==> src/rtl/accum_cpu_seq.sv <==
// Accumulator micro-CPU with a fixed F0/F1/E0/E1 sequence per instruction.
// Define ACCUM_CPU_CALL_STACK_EN to build in the CALL/RET return-address stack.
module accum_cpu_seq #(
    parameter int DATA_W      = 6,
    parameter int STACK_DEPTH = 4
) (
    input  logic              clk,
    input  logic              reset_n,
    input  logic [DATA_W-1:0] mem_in,
    output logic [DATA_W-1:0] mem_addr,
    output logic [DATA_W-1:0] out_data,
    output logic              out_valid,
    output logic              halted,
    output logic              stack_err
);

    localparam logic [1:0] PH_F0 = 2'd0;
    localparam logic [1:0] PH_F1 = 2'd1;
    localparam logic [1:0] PH_E0 = 2'd2;
    localparam logic [1:0] PH_E1 = 2'd3;

    localparam logic [DATA_W-1:0] ONE     = DATA_W'(1);
    localparam logic [DATA_W-1:0] OP_ADD  = DATA_W'(1);
    localparam logic [DATA_W-1:0] OP_SWAP = DATA_W'(2);
    localparam logic [DATA_W-1:0] OP_LDC  = DATA_W'(3);
    localparam logic [DATA_W-1:0] OP_STC  = DATA_W'(4);
    localparam logic [DATA_W-1:0] OP_JMP  = DATA_W'(5);
    localparam logic [DATA_W-1:0] OP_JNZ  = DATA_W'(6);
    localparam logic [DATA_W-1:0] OP_LDI  = DATA_W'(7);
    localparam logic [DATA_W-1:0] OP_INC  = DATA_W'(8);
    localparam logic [DATA_W-1:0] OP_NOT  = DATA_W'(9);
    localparam logic [DATA_W-1:0] OP_SUB  = DATA_W'(10);
    localparam logic [DATA_W-1:0] OP_JC   = DATA_W'(11);
    localparam logic [DATA_W-1:0] OP_CALL = DATA_W'(12);
    localparam logic [DATA_W-1:0] OP_HALT = DATA_W'(14);
    localparam logic [DATA_W-1:0] OP_OUT  = DATA_W'(16);

    if (DATA_W < 5 || STACK_DEPTH < 1) begin : g_param_check
        $error("accum_cpu_seq: DATA_W must be >= 5 and STACK_DEPTH >= 1");
    end

    logic [DATA_W-1:0] a, b, c, pc, instr;
    logic [1:0]        phase;
    logic              carry;

`ifdef ACCUM_CPU_CALL_STACK_EN
    localparam logic [DATA_W-1:0] OP_RET = DATA_W'(13);
    localparam int SP_W = $clog2(STACK_DEPTH + 1);
    localparam logic [SP_W-1:0] SP_FULL = SP_W'(STACK_DEPTH);
    localparam logic [SP_W-1:0] SP_ONE  = SP_W'(1);

    // Padded to a power of two so SP can index the array at its own width.
    logic [DATA_W-1:0] stack [2**SP_W];
    logic [SP_W-1:0]   sp;
`else
    assign stack_err = 1'b0;
`endif

    always_ff @(posedge clk or negedge reset_n) begin
        if (!reset_n) begin
            a         <= ONE;
            b         <= ONE;
            c         <= '0;
            pc        <= '0;
            instr     <= '0;
            phase     <= PH_F0;
            carry     <= 1'b0;
            mem_addr  <= '0;
            out_data  <= '0;
            out_valid <= 1'b0;
            halted    <= 1'b0;
`ifdef ACCUM_CPU_CALL_STACK_EN
            sp        <= '0;
            stack_err <= 1'b0;
            for (int unsigned i = 0; i < 2**SP_W; i++) stack[i] <= '0;
`endif
        end else if (!halted) begin
            case (phase)
                PH_F0: begin
                    mem_addr <= pc;
                    pc       <= pc + ONE;
                    phase    <= PH_F1;
                end
                PH_F1: begin
                    instr <= mem_in;
                    phase <= PH_E0;
                end
                PH_E0: begin
                    phase <= PH_E1;
                    case (instr)
                        OP_ADD:  {carry, a} <= {1'b0, a} + {1'b0, b};
                        OP_SWAP: begin
                            a <= b;
                            b <= a;
                        end
                        OP_LDC:  a <= c;
                        OP_STC:  c <= a;
                        OP_INC:  {carry, a} <= {1'b0, a} + {1'b0, ONE};
                        OP_NOT:  a <= ~a;
                        OP_SUB:  {carry, a} <= {1'b0, a} - {1'b0, b};
                        OP_HALT: halted <= 1'b1;
                        OP_OUT: begin
                            out_data  <= a;
                            out_valid <= 1'b1;
                        end
                        OP_JMP, OP_JNZ, OP_LDI, OP_JC, OP_CALL: mem_addr <= pc;
`ifdef ACCUM_CPU_CALL_STACK_EN
                        OP_RET: begin
                            if (sp != '0) begin
                                pc <= stack[sp - SP_ONE];
                                sp <= sp - SP_ONE;
                            end else begin
                                stack_err <= 1'b1;
                            end
                        end
`endif
                        default: ;
                    endcase
                end
                default: begin
                    out_valid <= 1'b0;
                    phase     <= PH_F0;
                    case (instr)
                        OP_JMP: pc <= mem_in;
                        OP_JNZ: pc <= (a != '0) ? mem_in : pc + ONE;
                        OP_LDI: begin
                            a  <= mem_in;
                            pc <= pc + ONE;
                        end
                        OP_JC:  pc <= carry ? mem_in : pc + ONE;
`ifdef ACCUM_CPU_CALL_STACK_EN
                        OP_CALL: begin
                            if (sp != SP_FULL) begin
                                stack[sp] <= pc + ONE;
                                sp        <= sp + SP_ONE;
                                pc        <= mem_in;
                            end else begin
                                pc        <= pc + ONE;
                                stack_err <= 1'b1;
                            end
                        end
`else
                        OP_CALL: pc <= pc + ONE;
`endif
                        default: ;
                    endcase
                end
            endcase
        end
    end

endmodule

==> config.mk <==
export PLATFORM = sky130hd
export DESIGN_NAME = accum_cpu_seq
export DESIGN_NICKNAME = d
export VERILOG_FILES = /design/src/rtl/accum_cpu_seq.sv
export SDC_FILE = /design/constraint.sdc
export NUM_CORES = 1
export LEC_CHECK = 0
export ABC_AREA = 1
export BUFFER_PORTS_ARGS = -buffer_cell sky130_fd_sc_hd__buf_2
export CORE_MARGIN = 2
export CORE_UTILIZATION = 40
export CTS_CLUSTER_SIZE = 12
export DETAILED_ROUTE_END_ITERATION = 8
export GPL_TIMING_DRIVEN = 0
export PLACE_DENSITY_LB_ADDON = 0.05
export SYNTH_ARGS = -nofsm -noshare
export SYNTH_HDL_FRONTEND = slang
export SYNTH_SLANG_ARGS = --single-unit
==> constraint.sdc <==
create_clock -name clk -period 4.9 [get_ports clk]
set_clock_uncertainty 0.1 [all_clocks]
set_input_delay 0 -clock clk [delete_from_list [all_inputs] [get_ports clk]]
set_output_delay 0 -clock clk [all_outputs]
set_load 0.05 [all_outputs]
==> results, run 1 <==
- The max-slew violation total from the final report is 0.
- 23 I/O pins were placed.
- Setup repair after global routing left no endpoint under its margin.
- The cell sitting at the root of the clock tree is a clkbuf_8.
- 0 antenna diodes ended up in the layout.
- The hold violation total from the final report was 0.
- The detailed router's first-iteration violation count is around 200.
- STA puts the critical path data required time at approximately 5000 ps.
- The TritonCTS clock tree is done.
- The worst pin sits at a relative slew slack of 0.280.
- The maximum buffer depth of the clock tree is 2.
- The CTS sink count is 47.
- The per-instance average area after synthesis is 7.01 sq um.
- The clock period minus worst slack is between 2000 and 2500 ps.
- The synthesis-stage register bit count is between 40 and 50.
- The clock slew at the register clock pins of the worst setup and hold paths is around 90 ps.
- The overall die area is ~9500 sq um.
- The start-to-end type of the worst setup path is flip-flop to flip-flop.
- The number of antenna violations at the first check in global routing is 0.
- The first global-routing pass estimated 15,600 microns of wire.
- Entering global routing, the biggest net connects 48 pins.
- Counting distinct cell types in the post-synthesis netlist gives 38.
- The detailed-routing iteration count for the pre-antenna-repair pass is 5.
- The CTS H-tree depth is 2.
- The number of global-route vias before repair is 3,063.
- Setup violations remaining at the end of the flow were counted as 0.
- At the worst endpoint, the arrival time is 2530 ps.
- The total congestion overflow is 0.
- Yosys printed 0 warnings.
- In this run the cell area of the synthesized design comes to 3480 sq um.
- Timing would allow up to about 400 MHz.
- The flow ran to the end, and the final reports show no timing, DRC or antenna violations.
- The min-delay analysis places its worst path in the category input port to asynchronous set/reset pin.
- For the worst-skew pair, the clock arrives at the later sink with an insertion delay of 310 ps.
- For the final routed database, the setup TNS stands at 0 ps.
- The measured slew at the worst slew-check pin is 1080 ps.
- After floorplanning, the core was divided into 34 placement rows.
- The post-detailed-route wirelength per cell is 14.3 microns.
- The peak supply drop is 289 uV.
- Once placement finished, the instance area stood at 3720 sq um.
- The analysis attributes to cell leakage a power of 2.03 nW.
- The cell area power density is 735 nW/um^2.
- The number of buffer cells added on primary ports is 21.
- The synthesized net count is 525.
- The reported max-cap violation count is 0.
- The total core area is 8590 sq um.
- The die height is 97.3 microns.
- The finished cells cover 3880 sq um.
- The placer congestion estimate is 0.887.
- After legalization and detailed placement, the total HPWL measured 7100 microns.
- The TritonCTS buffer count is 5.
- The final critical-path share of the clock period is 0.497.
- The remaining antenna violation count is 0.
- Leaving out fill and tap cells, the most frequent cells in the layout are nand2_1, inv_1, nor2_1.
- The post-detailed-route DRC marker count is 0.
- For this configuration, the core starts out at a cell density of 0.406.
- The combined global-route utilization of all metal layers is 0.205.
- The detailed router placed approximately 3,200 vias in this run.
- The floorplan step set the die width to ~97 microns.
- STA classifies the critical path endpoint as a flip-flop.
- The worst setup path is launched from a flip-flop.
- After detailed placement, the design holds a cell count of 626.
- After filler insertion, the fill cell instance count of the layout stands at 917.
- The detail-routed via count per cell is 4.97.
- The fraction of final layout cells sized beyond drive strength 1 is 0.143.
- For this block, the routed nets add up to slightly above 9000 microns of wire.
- The count of nets after finishing is 560.
- The leading cell type in the layout, fill and taps excluded is nand2_1.
- The finished layout holds 641 standard cells, fillers aside.
- In this run the worst path has a maximum fanout of 8.
- The post-synthesis instance total is 497.
- The area added between synthesis and finish is 11.3%.
- Measured on the finished design, the core utilization comes to 0.452.
- Power comes to 2.85 mW.
- The sequential cell area fraction in the yosys report is 0.338.
-- synthesized netlist by cell type, drive strengths merged --
| library cell | count | area [sq um] |
|---|---|---|
| nand2 | 150 | 601 |
| nor2 | 65 | 305 |
| inv | 62 | 233 |
| dfrtp | 45 | 1130 |
| nand3 | 44 | 243 |
| o21ai | 40 | 223 |
| a21oi | 23 | 115 |
| ha | 18 | 225 |
| nand4 | 10 | 62.6 |
| buf | 8 | 67.6 |
| nor3 | 8 | 40.0 |
| xor2 | 4 | 35.0 |
| clkbuf | 3 | 11.3 |
| nand3b | 3 | 26.3 |
| o21bai | 3 | 33.8 |
| dfstp | 2 | 52.6 |
| fa | 2 | 40.0 |
| o31ai | 2 | 15.0 |
| clkinv | 1 | 3.75 |
| conb | 1 | 3.75 |
| nor3b | 1 | 7.51 |
| or2 | 1 | 6.26 |
| xnor2 | 1 | 8.76 |
-- through the flow --
| stage | setup WS [ps] | hold slack [ps] |
|---|---|---|
| 3_5_place_dp | 2540 | 188 |
| 3_3_place_gp | 2510 | 185 |
| 5_1_grt | 2290 | 408 |
| 6_report | 2460 | 339 |
| 2_1_floorplan | 2940 | -396 |
| 4_1_cts | 2490 | 386 |
-- layout make-up --
class | instances | area, sq um | area share
sequential | 47 | 1180 | 0.304
timing repair buffer | 28 | 175 | 0.0451
inverter | 63 | 236 | 0.0609
buffer | 11 | 78.8 | 0.0203
clock inverter | 2 | 12.5 | 0.00322
tap | 108 | 135 | 0.0348
clock buffer | 6 | 72.6 | 0.0187
multi-input combinational | 376 | 1990 | 0.513
-- critical path: stages, from the launching register on --
cell,delay (ps)
dfstp_2,640
inv_1,170
ha_1,230
inv_1,110
fa_1,230
nand3_1,110
nand2_1,110
a21oi_1,70
o21ai_0,260
nand3_1,160
nand2_1,80
nand2_1,50
-- report_power, final --
part           total, mW  switching (mW)  internal (mW)
logic               1.83            1.22          0.613
clock network      0.236           0.136          0.100
registers          0.780           0.207          0.573
-- flip-flops by register name (all words and copies together), names as in the netlist --
signal / flops
b: 6
halted: 1
c: 6
carry: 1
a: 6
pc: 6
phase: 2
out_data: 6
mem_addr: 6
out_valid: 1
instr: 6
-- metal layers --
layer	GRT usage	share of wire	up-vias
met3	0.0273	0.035	12
met1	0.300	0.51	1456
li1	-	-	1652
met2	0.318	0.44	65
met5	0	0	-
met4	0.0609	0.018	0
-- path summary, 6_finish.rpt --
path | start | endpoint | slack (ps) | cells after the start
max reg2reg | a[0] | carry | 2460 | 11
min reg2reg | mem_addr[2] | mem_addr[2] | 380 | 2
max | a[0] | carry | 2460 | 11
min | reset_n | a[1] | 340 | 2
min in group clk | mem_addr[2] | mem_addr[2] | 380 | 2
max in group asynchronous | reset_n | carry | 3700 | 2
-- logic make-up after synthesis --
logic type	after synthesis	share of synthesized area
flip-flops	47	0.338
buffers and inverters	74	0.0905
adder cells (fa/ha/maj)	20	0.0761
AND/OR/NAND/NOR	282	0.371
XOR/XNOR	5	0.0126
AO/OA/AOI/OAI	68	0.111
other	1	0.00108
-- what timing repair did --
item,4_1_cts,5_1_grt
buffers inserted,0,0
endpoints found under the hold margin,54,0
gates resized for setup,0,0
hold buffers,7,0
Power figures use the tool's default switching activity.
==> run 2, diff against run 1 <==
- clock period: 4.9 -> 2.05 ns (I/O delays scaled with it)
==> run 2 against run 1 <==
Effect of this change: the run now ends with setup timing left; clock power is 140% higher; clock-buffer cell count stayed put; setup slack worse by 2500 ps; cell area is 5.4% higher; critical path depth is 2 higher; final cell count is 1.7% higher; via count is 3.0% higher; largest cell class unchanged.
==> results, run 2 (synthesis results as in run 1) <==
- The number of top-level design ports is 23 (unchanged).
- The leakage dissipation is 2.09 nW (+3.1%).
- The post-route total power is 7.22 mW (+150%).
- The peak supply drop is 758 uV (+160%).
- The die width is 97.3 microns (unchanged).
- The maximum frequency from static timing analysis is 470 MHz (+15%).
- The aggregate negative setup slack came to -83.7 ps (-83.7 ps).
- The reported max-cap violation count came to 0 (unchanged).
- The combined global-route utilization of all metal layers came to 0.207 (+0.00247).
- The clock slew at the register clock pins of the worst setup and hold paths came to 100 ps (about the same).
- The remaining antenna violation count is 0 (unchanged).
- The placer congestion estimate is 0.887 (unchanged).
- The number of global-route vias before repair came to 3,078 (+0.49%).
- The aggregate routed wire length was 9370 microns (+2.5%).
- The clock period minus worst slack was 2130 ps (-309 ps).
- The wire length of the first global-routing pass is 15,800 microns (+0.88%).
- The fraction of final layout cells sized beyond drive strength 1 is 0.219 (+0.0762).
- The detailed-placement wirelength estimate is 7100 microns (unchanged).
- The post-detailed-route wirelength per cell is 14.4 microns (+0.73%).
- The starting density of the core was 0.406 (unchanged).
- The pin count of the biggest net entering global routing is 48 (unchanged).
- The number of buffer cells added on primary ports is 21 (unchanged).
- The most frequent cell on the critical path is nand2_1.
- The post-detailed-route DRC marker count is 0 (unchanged).
- The arrival time reported for the critical path endpoint was 2260 ps (-270 ps).
- The maximum buffer depth of the clock tree came to 2 (unchanged).
- The number of antenna violations at the first check in global routing is 0 (unchanged).
- The count of antenna diodes in the layout is 0 (unchanged).
- The instance count after placement with tap cells included came to 626 (unchanged).
- The critical path is of the flip-flop to flip-flop type.
- The detail-routed via count per cell is 5.03 (+1.2%).
- Setup repair after global routing could not meet its margin everywhere.
- The measured slew at the worst slew-check pin is 1100 ps (+14.8 ps).
- The total of endpoints with negative setup slack in the final report is 2 (+2).
- The filler cell count in the final layout is 908 (-0.98%).
- The master cell of the clock root buffer is clkbuf_8.
- The filler-free cell count of the finished design was 652 (+1.7%).
- STA classifies the critical path startpoint as a flip-flop.
- The cell at the slowest stage of the critical path is dfstp_2.
- The kind of end point of the critical path is a flip-flop.
- The CTS H-tree depth is 2 (unchanged).
- The required time of the critical path came to 2190 ps (-2800 ps).
- The overall die area is 9470 sq um (unchanged).
- The delay of the slowest cell on the worst path is 630 ps (about the same).
- The total core area is 8590 sq um (unchanged).
- The final reports fail on setup timing.
- The number of vias after detailed routing came to 3,279 (+3.0%).
- The cell area power density is 1770 nW/um^2 (+140%).
- The minimum setup slack in the final design came to -77.6 ps (-2540 ps).
- The count of nets after finishing is 571 (+2.0%).
- The TritonCTS buffer count is 5 (unchanged).
- The latest clock arrival within the worst-skew pair is 310 ps (about the same).
- The row count is 34 (unchanged).
- The critical path goes through ha_4, inv_2, fa_2, nand3b_1, nand2_1, nand2_1, nand2_1, nand2_1, nand2_1, nand2_1, nand3_2, nand2_1, nand2_1.
- The worst min-delay path category is input port to asynchronous set/reset pin.
- The total congestion overflow was 0 (unchanged).
- The final worst hold slack is 322 ps (-17.0 ps).
- The CTS sink count was 47 (unchanged).
- The final critical-path share of the clock period is 1.04 (+0.541).
- The flow ran to the end, but the final reports show violations.
- The leading cell type in the layout, fill and taps excluded is nand2_1.
- The detailed router's first-iteration violation count is 231 (+17%).
- In the layout the commonest cells are nand2_1, nor2_1, inv_1.
- The hold violation total from the final report is 0 (unchanged).
- The headroom to the max-slew limit was 0.270 (-0.00984).
- The detailed-routing iteration count for the pre-antenna-repair pass was 4 (-1).
- The die height is 97.3 microns (unchanged).
- The slack of the worst reg-to-reg path is -80 ps (-2540 ps).
- The area added between synthesis and finish is 17.3%.
- The max-slew violation total from the final report is 0 (unchanged).
- The maximum net fanout on the critical path came to 3 (-5).
- The TritonCTS clock tree is done.
## run 2: cell count changes in the layout (fill, tap and decap cells not counted), sizes merged
cell and change:
clkinvlp +1, clkinv -1, buf +13, clkbuf -2
## run 2: worst paths after layout
| kind | end | from | cells after the start |
|---|---|---|---|
| worst max-delay path | carry | a[0] | 13 |
| worst min-delay path | a[2] | reset_n | 2 |
| worst max register to register | carry | a[0] | 13 |
| worst min register to register | mem_addr[2] | mem_addr[2] | 2 |
| max in group asynchronous | a[3] | reset_n | 2 |
| min in group clk | mem_addr[2] | mem_addr[2] | 2 |
## run 2: power breakdown
group | internal, mW | switching (mW) | leakage [nW]
registers | 1.38 | 0.494 | 0.578
clock network | 0.239 | 0.327 | 0.0412
logic | 1.71 | 3.08 | 1.47
total | 3.32 | 3.90 | 2.09
## run 2: final cells by class
class | count | area (sq um) | area share
clock inverters | 2 | 12.5 | 0.00306
inverters | 63 | 245 | 0.0600
clock buffers | 6 | 72.6 | 0.0177
repair buffers | 40 | 265 | 0.0649
flip-flops and latches | 47 | 1180 | 0.289
well taps | 108 | 135 | 0.0330
plain buffers | 10 | 81.3 | 0.0199
multi-input cells | 376 | 2090 | 0.512
## run 2: routing by layer
layer,vias to the layer above,GRT usage,wire (microns)
met2,77,0.318,4220
met4,0,0.0609,148
met5,-,0,0
li1,1676,-,-
met1,1515,0.304,4600
met3,11,0.0309,405
## run 2: repair_timing
action / 4_1_cts / 5_1_grt
endpoints found under the hold margin: 54 / 0
resized for setup: 14 / 33
endpoints found under the setup margin: 17 / 23
pin swaps: 5 / 17
hold buffers: 7 / 0
buffers inserted: 4 / 8
## run 2: worst max-delay path: cells and delay by family, from the launching register on
family / cells / cell delay [ps]
flops: 1 / 630
buf+inv: 1 / 30
simple gates: 10 / 770
fa+ha+maj: 2 / 510
## run 2: stage by stage
stage	cell area [sq um]	setup WS (ps)	util
after CTS	3950	-70.1	0.460
after detailed placement	3720	-311	0.433
final	4090	-77.6	0.476
after global placement	3720	-341	0.433
after floorplan	3480	93.2	-
after global routing	4090	-201	0.476
==> run 3, diff against run 2 <==
- clock period: 2.05 -> 2.5 ns (I/O delays scaled with it)
==> run 3 against run 2 <==
Effect of this change: critical path depth down 2; cell area is 4.9% lower; critical path type unchanged; register-to-register slack gained 250 ps; first-iteration DRC count is 19% lower; via count decreased by 2.2%; critical endpoint unchanged; the run now ends clean; sequential cell count unchanged; setup slack improved by 250 ps; largest power group unchanged; combinational power down 25%; sequential power decreased by 18%.
==> results, run 3 (synthesis results as in run 1) <==
- The aggregate negative setup slack is 0 ps (+83.7 ps).
- The wire length of the first global-routing pass is 15,600 microns (-0.87%).
- The headroom to the max-slew limit was 0.274 (+0.00388).
- The area taken by flip-flops and latches is 1180 sq um (-0.21%).
- The arrival time reported for the critical path endpoint is 2420 ps (+160 ps).
- The number of vias after detailed routing is 3,208 (-2.2%).
- The post-layout instance area is 3890 sq um (-4.9%).
- The number of top-level design ports was 23 (unchanged).
- The total core area is 8590 sq um (unchanged).
- The total congestion overflow is 0 (unchanged).
- The startpoint of the worst-slack reg-to-reg timing path is a[0].
- The maximum frequency from static timing analysis was 429 MHz (-8.7%).
- The row count is 34 (unchanged).
- The critical path in this run is classified as flip-flop to flip-flop.
- The final critical-path share of the clock period is 0.932 (-0.105).
- The delay of the slowest cell on the worst path was 630 ps (about the same).
- The detail-routed via count per cell is 5.00 (-0.64%).
- The reported max-cap violation count was 0 (unchanged).
- The leakage dissipation is 2.04 nW (-2.8%).
- The max-slew violation total from the final report is 0 (unchanged).
- The maximum buffer depth of the clock tree is 2 (unchanged).
- The TritonCTS clock tree is done.
- The worst min-delay path category is input port to asynchronous set/reset pin.
- The startpoint kind of the worst setup timing path is a flip-flop.
- The number of global-route vias before repair was 3,063 (-0.49%).
- The most frequent cell on the critical path is nand2_1.
- The count of nets after finishing is 561 (-1.8%).
- Setup repair after global routing left no endpoint under its margin.
- The latest clock arrival within the worst-skew pair is 310 ps (about the same).
- The filler cell count in the final layout is 916 (+0.88%).
- The detailed-routing iteration count for the pre-antenna-repair pass is 5 (+1).
- The area added between synthesis and finish is 11.6%.
- The overall die area is 9470 sq um (unchanged).
- The post-detailed-route wirelength per cell is 14.2 microns (-1.4%).
- The hold violation total from the final report is 0 (unchanged).
- The remaining antenna violation count is 0 (unchanged).
- The placer congestion estimate is 0.887 (unchanged).
- The starting density of the core is 0.406 (unchanged).
- The TritonCTS buffer count is 5 (unchanged).
- The aggregate routed wire length was 9100 microns (-2.9%).
- The number of antenna violations at the first check in global routing was 0 (unchanged).
- The pin count of the biggest net entering global routing is 48 (unchanged).
- The post-detailed-route DRC marker count is 0 (unchanged).
- The clock period minus worst slack came to 2330 ps (+203 ps).
- STA classifies the critical path endpoint as a flip-flop.
- The filler-free cell count of the finished design came to 642 (-1.5%).
- The critical path goes through inv_1, ha_1, inv_1, fa_1, nand3_1, nand2_1, a21oi_1, o21ai_1, nand3_1, nand2_1, nand2_1.
- The fraction of final layout cells sized beyond drive strength 1 came to 0.146 (-0.0727).
- The peak supply drop is 567 uV (-25%).
- The clock slew at the register clock pins of the worst setup and hold paths is 90 ps (about the same).
- The required time of the critical path is 2590 ps (+400 ps).
- The number of buffer cells added on primary ports came to 21 (unchanged).
- The combined area of the multi-input logic cells was 1990 sq um (-5.0%).
- The combined global-route utilization of all metal layers was 0.205 (-0.00247).
- The run finished with clean final reports.
- The count of antenna diodes in the layout is 0 (unchanged).
- The tree is rooted in a clkbuf_8.
- The measured slew at the worst slew-check pin is 1090 ps (-5.83 ps).
- The die height is 97.3 microns (unchanged).
- The instance count after placement with tap cells included is 626 (unchanged).
- The launching element of the worst setup path is a[0].
- The detailed-placement wirelength estimate is 7100 microns (unchanged).
- The die width was 97.3 microns (unchanged).
- The leading cell type in the layout, fill and taps excluded is nand2_1.
- The CTS sink count is 47 (unchanged).
- The detailed router's first-iteration violation count is 186 (-19%).
- The CTS H-tree depth is 2 (unchanged).
- In the layout the commonest cells are nand2_1, inv_1, nor2_1.
- The total of endpoints with negative setup slack in the final report came to 0 (-2).
- The maximum net fanout on the critical path is 7 (+4).
- The total placed instance area was 3720 sq um (unchanged).
- The cell at the slowest stage of the critical path is dfstp_2.
- The cell area power density was 1440 nW/um^2 (-19%).
[run 3: cell types whose count changed in the layout (fill, tap and decap cells not counted), moves of 4 or more]
cell / before / now
a21oi_1: 19 / 23
a21oi_2: 4 / 0
buf_4: 16 / 3
ha_1: 12 / 18
ha_2: 4 / 0
inv_1: 52 / 56
[run 3: timing repair]
action / 4_1_cts / 5_1_grt
hold endpoints to repair: 54 / 0
setup buffers: 0 / 1
hold buffers: 7 / 0
setup endpoints to repair: 0 / 1
resized for setup: 0 / 2
[run 3: report_power, final]
group / switching (mW) / internal, mW / leakage [nW]
clock network: 0.265 / 0.196 / 0.0412
registers: 0.402 / 1.12 / 0.580
logic: 2.39 / 1.21 / 1.41
total: 3.06 / 2.53 / 2.04
[run 3: final timing paths]
check                      slack, ps     endpoint  depth (start not counted)
max                              170        carry                         11
min                              340         a[1]                          2
max reg2reg                      170        carry                         11
min reg2reg                      380  mem_addr[2]                          2
max in group asynchronous       1240         a[1]                          2
min in group clk                 380  mem_addr[2]                          2
[run 3: per-layer routing]
layer | GRT usage | vias up | share of wire
met5 | 0 | - | 0
met4 | 0.0609 | 0 | 0.018
met3 | 0.0273 | 13 | 0.040
met2 | 0.318 | 72 | 0.44
met1 | 0.300 | 1466 | 0.50
li1 | - | 1657 | -
[run 3: worst max-delay path: cells and delay by family, from the launching register on]
family | cells | cell delay, ps
buffers and inverters | 2 | 280
AND/OR/NAND/NOR | 5 | 490
adder cells (fa/ha/maj) | 2 | 460
flip-flops | 1 | 630
AO/OA/AOI/OAI | 2 | 270
[run 3: cell type report]
cell class	instances	share of cell area
buffer	11	0.0203
clock buffer	6	0.0187
clock inverter	2	0.00322
inverter	63	0.0608
multi-input combinational	376	0.512
sequential	47	0.303
tap	108	0.0347
timing repair buffer	29	0.0470
[run 3: metrics by stage]
stage          power (mW)  hold slack, ps  setup slack [ps]   util
2_1_floorplan        4.25            -396               543      -
3_3_place_gp         5.09             185               109  0.433
3_5_place_dp         5.11             188               139  0.433
4_1_cts              5.62             386              91.4  0.452
5_1_grt              6.20             408              10.2  0.453
6_report             5.59             343               169  0.453
